===== config.mk =====
export PLATFORM = sky130hd
export DESIGN_NAME = conv_frame_writer_flat
export DESIGN_NICKNAME = d
export VERILOG_FILES = /design/src/rtl/conv_frame_writer_if.sv /design/src/rtl/conv_frame_writer.sv /design/src/flat_wrapper.sv
export SDC_FILE = /design/constraint.sdc
export NUM_CORES = 1
export LEC_CHECK = 0
export BUFFER_PORTS_ARGS = -buffer_cell sky130_fd_sc_hd__buf_2
export CAP_MARGIN = 20
export CELL_PAD_IN_SITES_DETAIL_PLACEMENT = 1
export CELL_PAD_IN_SITES_GLOBAL_PLACEMENT = 2
export CORE_UTILIZATION = 48
export CTS_CLUSTER_DIAMETER = 30
export CTS_CLUSTER_SIZE = 16
export DETAILED_ROUTE_END_ITERATION = 12
export GPL_TIMING_DRIVEN = 0
export PLACE_DENSITY = 0.84
export SLEW_MARGIN = 30
export SYNTH_ARGS = -nofsm -noshare
export SYNTH_HDL_FRONTEND = slang
export SYNTH_SLANG_ARGS = --single-unit

===== constraint.sdc =====
create_clock -name clk -period 5.64 [get_ports clk]
set_input_delay 1.692 -clock clk [delete_from_list [all_inputs] [get_ports clk]]
set_output_delay 1.692 -clock clk [all_outputs]
set_load 0.03 [all_outputs]

===== src/rtl/conv_frame_writer_if.sv =====
// rtl/conv_frame_writer_if.sv - frame-buffer write port (req/ack) between writer and SDRAM controller
interface conv_frame_writer_if #(
    parameter int DATA_W = 12,
    parameter int ADDR_W = 21
);
    logic              wr_req;
    logic [ADDR_W-1:0] wr_addr;
    logic [DATA_W-1:0] wr_data;
    logic              wr_ack;

    modport master (output wr_req, output wr_addr, output wr_data, input wr_ack);
    modport slave  (input wr_req, input wr_addr, input wr_data, output wr_ack);
endinterface


===== src/rtl/conv_frame_writer.sv =====
// rtl/conv_frame_writer.sv - raster pixel position tracking, FIFO buffering and frame-buffer write drain
module conv_frame_writer #(
    parameter int WIDTH      = 1280,
    parameter int HEIGHT     = 960,
    parameter int DATA_W     = 12,
    parameter int ADDR_W     = 21,
    parameter int FIFO_DEPTH = 16
) (
    input  logic                  clk,
    input  logic                  rst_n,
    input  logic                  frame_start,
    input  logic [DATA_W-1:0]     pix_in,
    input  logic                  pix_valid,
    conv_frame_writer_if.master   wr,
    output logic                  frame_done,
    output logic                  overflow,
    output logic                  busy
);
    localparam int COL_W   = $clog2(WIDTH);
    localparam int ROW_W   = $clog2(HEIGHT);
    localparam int PTR_W   = $clog2(FIFO_DEPTH);
    localparam int CNT_W   = PTR_W + 1;
    localparam int ENTRY_W = 1 + ADDR_W + DATA_W;

    localparam logic [COL_W-1:0]  COL_LAST  = COL_W'(WIDTH - 1);
    localparam logic [ROW_W-1:0]  ROW_LAST  = ROW_W'(HEIGHT - 1);
    localparam logic [ADDR_W-1:0] ADDR_LAST = ADDR_W'(WIDTH * HEIGHT - 1);
    localparam logic [CNT_W-1:0]  CNT_FULL  = CNT_W'(FIFO_DEPTH);

    typedef enum logic {S_IDLE, S_REQ} state_t;

    logic [COL_W-1:0]  col;
    logic [ROW_W-1:0]  row;
    logic [ADDR_W-1:0] addr;

    logic [COL_W-1:0]  cur_col;
    logic [ROW_W-1:0]  cur_row;
    logic [ADDR_W-1:0] cur_addr;
    logic              cur_last;

    logic [ENTRY_W-1:0] mem [FIFO_DEPTH];
    logic [PTR_W-1:0]   wr_ptr;
    logic [PTR_W-1:0]   rd_ptr;
    logic [CNT_W-1:0]   count;
    logic               full;
    logic               empty;
    logic               push;
    logic               pop;

    logic              head_last;
    logic [ADDR_W-1:0] head_addr;
    logic [DATA_W-1:0] head_data;

    state_t            state;
    logic              req_q;
    logic [ADDR_W-1:0] addr_q;
    logic [DATA_W-1:0] data_q;
    logic              last_q;

    // A pixel arriving with frame_start is the first pixel of the new frame.
    assign cur_col  = frame_start ? '0 : col;
    assign cur_row  = frame_start ? '0 : row;
    assign cur_addr = frame_start ? '0 : addr;
    assign cur_last = (cur_col == COL_LAST) && (cur_row == ROW_LAST);

    assign full  = (count == CNT_FULL);
    assign empty = (count == '0);
    assign push  = pix_valid && !full;
    assign pop   = !empty && ((state == S_IDLE) || (state == S_REQ && wr.wr_ack));

    assign {head_last, head_addr, head_data} = mem[rd_ptr];

    // Position advances on dropped pixels too, so later pixels keep their geometry.
    always_ff @(posedge clk or negedge rst_n) begin
        if (!rst_n) begin
            col  <= '0;
            row  <= '0;
            addr <= '0;
        end else if (pix_valid) begin
            col  <= (cur_col == COL_LAST) ? '0 : cur_col + 1'b1;
            if (cur_col == COL_LAST)
                row <= (cur_row == ROW_LAST) ? '0 : cur_row + 1'b1;
            else
                row <= cur_row;
            addr <= (cur_addr == ADDR_LAST) ? '0 : cur_addr + 1'b1;
        end else if (frame_start) begin
            col  <= '0;
            row  <= '0;
            addr <= '0;
        end
    end

    always_ff @(posedge clk or negedge rst_n) begin
        if (!rst_n)
            overflow <= 1'b0;
        else if (pix_valid && full)
            overflow <= 1'b1;
        else if (frame_start)
            overflow <= 1'b0;
    end

    always_ff @(posedge clk) begin
        if (push)
            mem[wr_ptr] <= {cur_last, cur_addr, pix_in};
    end

    always_ff @(posedge clk or negedge rst_n) begin
        if (!rst_n) begin
            wr_ptr <= '0;
            rd_ptr <= '0;
            count  <= '0;
        end else begin
            if (push)
                wr_ptr <= wr_ptr + 1'b1;
            if (pop)
                rd_ptr <= rd_ptr + 1'b1;
            case ({push, pop})
                2'b10:   count <= count + 1'b1;
                2'b01:   count <= count - 1'b1;
                default: count <= count;
            endcase
        end
    end

    // Drain FSM: the head entry is moved into the output registers and held until acked.
    always_ff @(posedge clk or negedge rst_n) begin
        if (!rst_n) begin
            state      <= S_IDLE;
            req_q      <= 1'b0;
            addr_q     <= '0;
            data_q     <= '0;
            last_q     <= 1'b0;
            frame_done <= 1'b0;
        end else begin
            frame_done <= 1'b0;
            case (state)
                S_IDLE: begin
                    if (!empty) begin
                        req_q  <= 1'b1;
                        addr_q <= head_addr;
                        data_q <= head_data;
                        last_q <= head_last;
                        state  <= S_REQ;
                    end
                end
                S_REQ: begin
                    if (wr.wr_ack) begin
                        frame_done <= last_q;
                        if (!empty) begin
                            addr_q <= head_addr;
                            data_q <= head_data;
                            last_q <= head_last;
                        end else begin
                            req_q <= 1'b0;
                            state <= S_IDLE;
                        end
                    end
                end
                default: state <= S_IDLE;
            endcase
        end
    end

    assign wr.wr_req  = req_q;
    assign wr.wr_addr = addr_q;
    assign wr.wr_data = data_q;
    assign busy       = !empty || req_q;
endmodule


===== src/flat_wrapper.sv =====
// flat-port wrapper written by rule: the top's interface ports become plain ports
module conv_frame_writer_flat 
#(
    parameter int WIDTH      = 1280,
    parameter int HEIGHT     = 960,
    parameter int DATA_W     = 12,
    parameter int ADDR_W     = 21,
    parameter int FIFO_DEPTH = 16
)
  (clk, rst_n, frame_start, pix_in, pix_valid, frame_done, overflow, busy, wr_wr_req, wr_wr_addr, wr_wr_data, wr_wr_ack);
  conv_frame_writer_if #(.DATA_W(DATA_W), .ADDR_W(ADDR_W)) wr_i ();
  input  logic clk;
  input  logic rst_n;
  input  logic frame_start;
  input  logic [DATA_W-1:0] pix_in;
  input  logic pix_valid;
  output logic frame_done;
  output logic overflow;
  output logic busy;
  output wire logic [$bits(wr_i.wr_req)-1:0] wr_wr_req;
  output wire logic [$bits(wr_i.wr_addr)-1:0] wr_wr_addr;
  output wire logic [$bits(wr_i.wr_data)-1:0] wr_wr_data;
  input wire logic [$bits(wr_i.wr_ack)-1:0] wr_wr_ack;
  assign wr_wr_req = wr_i.wr_req;
  assign wr_wr_addr = wr_i.wr_addr;
  assign wr_wr_data = wr_i.wr_data;
  assign wr_i.wr_ack = wr_wr_ack;
  conv_frame_writer #(.WIDTH(WIDTH), .HEIGHT(HEIGHT), .DATA_W(DATA_W), .ADDR_W(ADDR_W), .FIFO_DEPTH(FIFO_DEPTH)) u_core (.clk(clk), .rst_n(rst_n), .frame_start(frame_start), .pix_in(pix_in), .pix_valid(pix_valid), .wr(wr_i), .frame_done(frame_done), .overflow(overflow), .busy(busy));
endmodule

==> flow_summary_export.csv <==
group,metric,value,unit
synthesis,ys_seq_elements,637,
hold_path,hold_start,"u_core.wr.wr_data[2]",
sta,period_share,80.28,%
synthesis,synth_cells,1422,
floorplan,die_h,231.3,um
setup_path,critPathMaxStageDelay,0.77,ns
global_routing,grt_pass1_wl,112000,um
clocking,clockBufferDepth,3,
clocking,cts_resized,0,
power,power,17.92,mW
sta,skew,0.03557,ns
setup_path,cp_common_cell,"buf_2",
synthesis,synth_flop_cell,"edfxtp_1",
routing,drc,0,
power,power_density,561.1,nW/um^2
global_routing,antenna_found_initial,2,
sta,finalSetupViolCount,0,
placement,port_buffers,53,
synthesis,synth_top_area_share,64.70,%
routing,viasPerCell,6.198,
global_routing,grt_max_degree,49,
setup_path,worstPathRequired,6.18,ns
synthesis,yosysMostFrequentCell,"edfxtp_1",
clocking,numCtsBuffers,133,
synthesis,syn_avg_cell_area,17.76,um^2
floorplan,io_pins,54,
setup_path,slowest_stage,"nor2b_2",
setup_path,endpoint_kind,"flip-flop",
synthesis,yosysTopAreaCell,"edfxtp_1",
sta,fmax,0.2209,GHz
routing,wire_per_inst,31.13,um
sta,hold_viol,0,
setup_path,ff2ff_path_depth,12,
routing,postRouteAntennaNets,0,
synthesis,synth_commonest_cells,"edfxtp_1 (544), mux2i_1 (122), dfrtp_1 (93), mux4_2 (78), nand2_1 (69)",
clocking,cts-root-buf,"clkbuf_16",
sta,tightest_slew,1.049,ns
floorplan,start_util,48.92,%
clocking,cts_hold_buf,0,
routing,drt-initial-drc-count,1526,
flow_run,cap_violations,0,
synthesis,syn_nets,1451,
setup_path,startpoint,"frame_start",
global_routing,grt_pass1_vias,16920,
floorplan,die_area,53520,um^2
setup_path,cp_num_cells,10,
setup_path,arrival,5.07,ns
final_layout,drive_above_1_share,26.74,%
routing,vias,15190,
setup_path,cp-start-kind,"primary input",
global_routing,overflow,0,
hold_path,hp-class,"flip-flop to flip-flop",
hold_path,whs_path_depth,2,
routing,drt_wl_total,76270,um
synthesis,synth.area.top_cells,"edfxtp_1 (65%), dfrtp_1 (9.2%), mux4_2 (7.0%)",
final_layout,synthToLayoutAreaGrowth,26.50,%
synthesis,yosysWarnings,0,
outcome,status,"finished, final reports clean",
setup_path,crit_buf_inv,4,
power,ir_drop,0.3243,mV
sta,rsz0062_at_grt,"no",
sta,worst_slew_margin_rel,30.07,%
floorplan,row_count,83,
final_layout,utilization,61.88,%
routing,dr.pass1.iters,5,
global_routing,track_usage,29.43,%
floorplan,die_w,231.3,um
setup_path,crit_chain,"buf_2 > buf_2 > buf_2 > clkbuf_1 > nor2b_2 > ha_1 > and2_1 > nand4_1 > nor2_1 > a21oi_1",
sta,slew_violations,0,
synthesis,synth_edf_count,544,
setup_path,crit_fanout,18,
sta,period_minus_slack,4.528,ns
clocking,cts_tree,"done",
setup_path,path_delay_family,"simple AND/OR/NAND/NOR gates",
clocking,cts.clk_slew.worst_paths,0.05,ns
placement,gp_congestion,0.7444,
synthesis,ys_seq_area_share,73.92,%
clocking,clock-sinks,637,
clocking,clk_latency,0.71,ns
placement,place.detailed.hpwl,43990,um
synthesis,synth_area,25250,um^2
power,p_leak,11.93,nW
final_layout,fin_nets,1690,
synthesis,async_reset_ff_share,14.60,%
final_layout,n_fill_cell,4459,
clocking,htreeDepth,4,
setup_path,worstReg2RegStart,"u_core.count[1]",
floorplan,coreArea,51610,um^2
clocking,postCtsSetupRepairBufs,0,
synthesis,synth_cell_type_count,57,
setup_path,worst-setup-path-type,"primary input to flip-flop",
[metal layers]
| metal | wire [um] | up-vias | global-route usage [%] |
|---|---|---|---|
| met1 | 29440 | 8035 | 36.80 |
| li1 | - | 6225 | - |
| met2 | 38950 | 757 | 49.71 |
| met5 | 0 | - | 0 |
| met4 | 2409 | 0 | 12.40 |
| met3 | 5465 | 168 | 6.225 |
[kinds of logic (layout without fill, tap and decap cells)]
logic type                 Yosys count  after routing  share of synthesized area, %
DFF                                637            637                         73.92
xor gates and xnor gates            31             31                         1.075
muxes                              201            201                         11.84
AOI/OAI and AO/OA                  213            213                         5.739
buffers and inverters               95            442                         1.843
other                                0              1                             0
adders and majority gates           12             12                        0.5947
and+or+nand+nor                    233            233                         4.990
[state kept, by name, summed over array words and instances (netlist names), 5 cells and up]
signal             flops
u_core.mem           544
u_core.wr.wr_addr     21
u_core.col            11
u_core.count           5
u_core.row            10
u_core.wr.wr_data     12
u_core.addr           21
[tightest hold or removal path: cells and delay by family, from the launching register on]
kind               cells  cell delay (ns)
and+or+nand+nor        1             0.05
AOI/OAI and AO/OA      1             0.06
DFF                    1             0.33
[stage by stage]
step	instances	hold WS (ns)	setup TNS (ns)	setup slack (ns)	instance area (um^2)
6_report	2450	0.4837	0	1.112	31940
5_1_grt	2449	0.5172	0	0.9812	31940
4_1_cts	2449	0.4870	0	1.218	31930
3_5_place_dp	2206	0.4612	0	0.5736	27420
3_3_place_gp	2155	0.4550	-685.68	-3.240	26360
2_1_floorplan	1422	0.4429	0	0.4117	25250
[layout by cell type (no fill, tap or decap), types with 31 or more instances in the layout]
master     count
clkbuf_1      67
o31ai_1       31
dfrtp_1       93
mux2i_1      122
edfxtp_1     544
a211oi_1      34
o22ai_1       37
a21oi_1       43
buf_2         72
clkbuf_16    141
buf_4         31
nand2_1       69
mux4_2        78
[where the power goes]
| group | switching [mW] | internal (mW) |
|---|---|---|
| clock network | 2.61 | 5.21 |
| logic | 2.78 | 1.51 |
| registers | 0.207 | 5.60 |
| total | 5.60 | 12.3 |
[layout make-up]
cell class	instances	area, um^2	share of cell area [%]
sequential	637	18660	58.43
clock buffer	177	3744	11.72
tap	680	850.8	2.664
antenna	1	2.502	0.007835
multi-input combinational	690	6284	19.67
inverter	13	48.80	0.1528
buffer	82	416.7	1.305
clock inverter	66	760.7	2.382
timing repair buffer	104	1169	3.659
[path summary, 6_finish.rpt]
check,endpoint,slack [ns]
worst max-delay path,u_core.addr[17],1.11
worst min-delay path,u_core.wr.wr_data[2],0.48
worst max register to register,u_core.count[4],2.14
worst min register to register,u_core.wr.wr_data[2],0.48
max in group asynchronous,u_core.wr.wr_data[9],4.02
min in group asynchronous,u_core.addr[4],0.92
No activity file was read; power rests on OpenSTA's default activity.
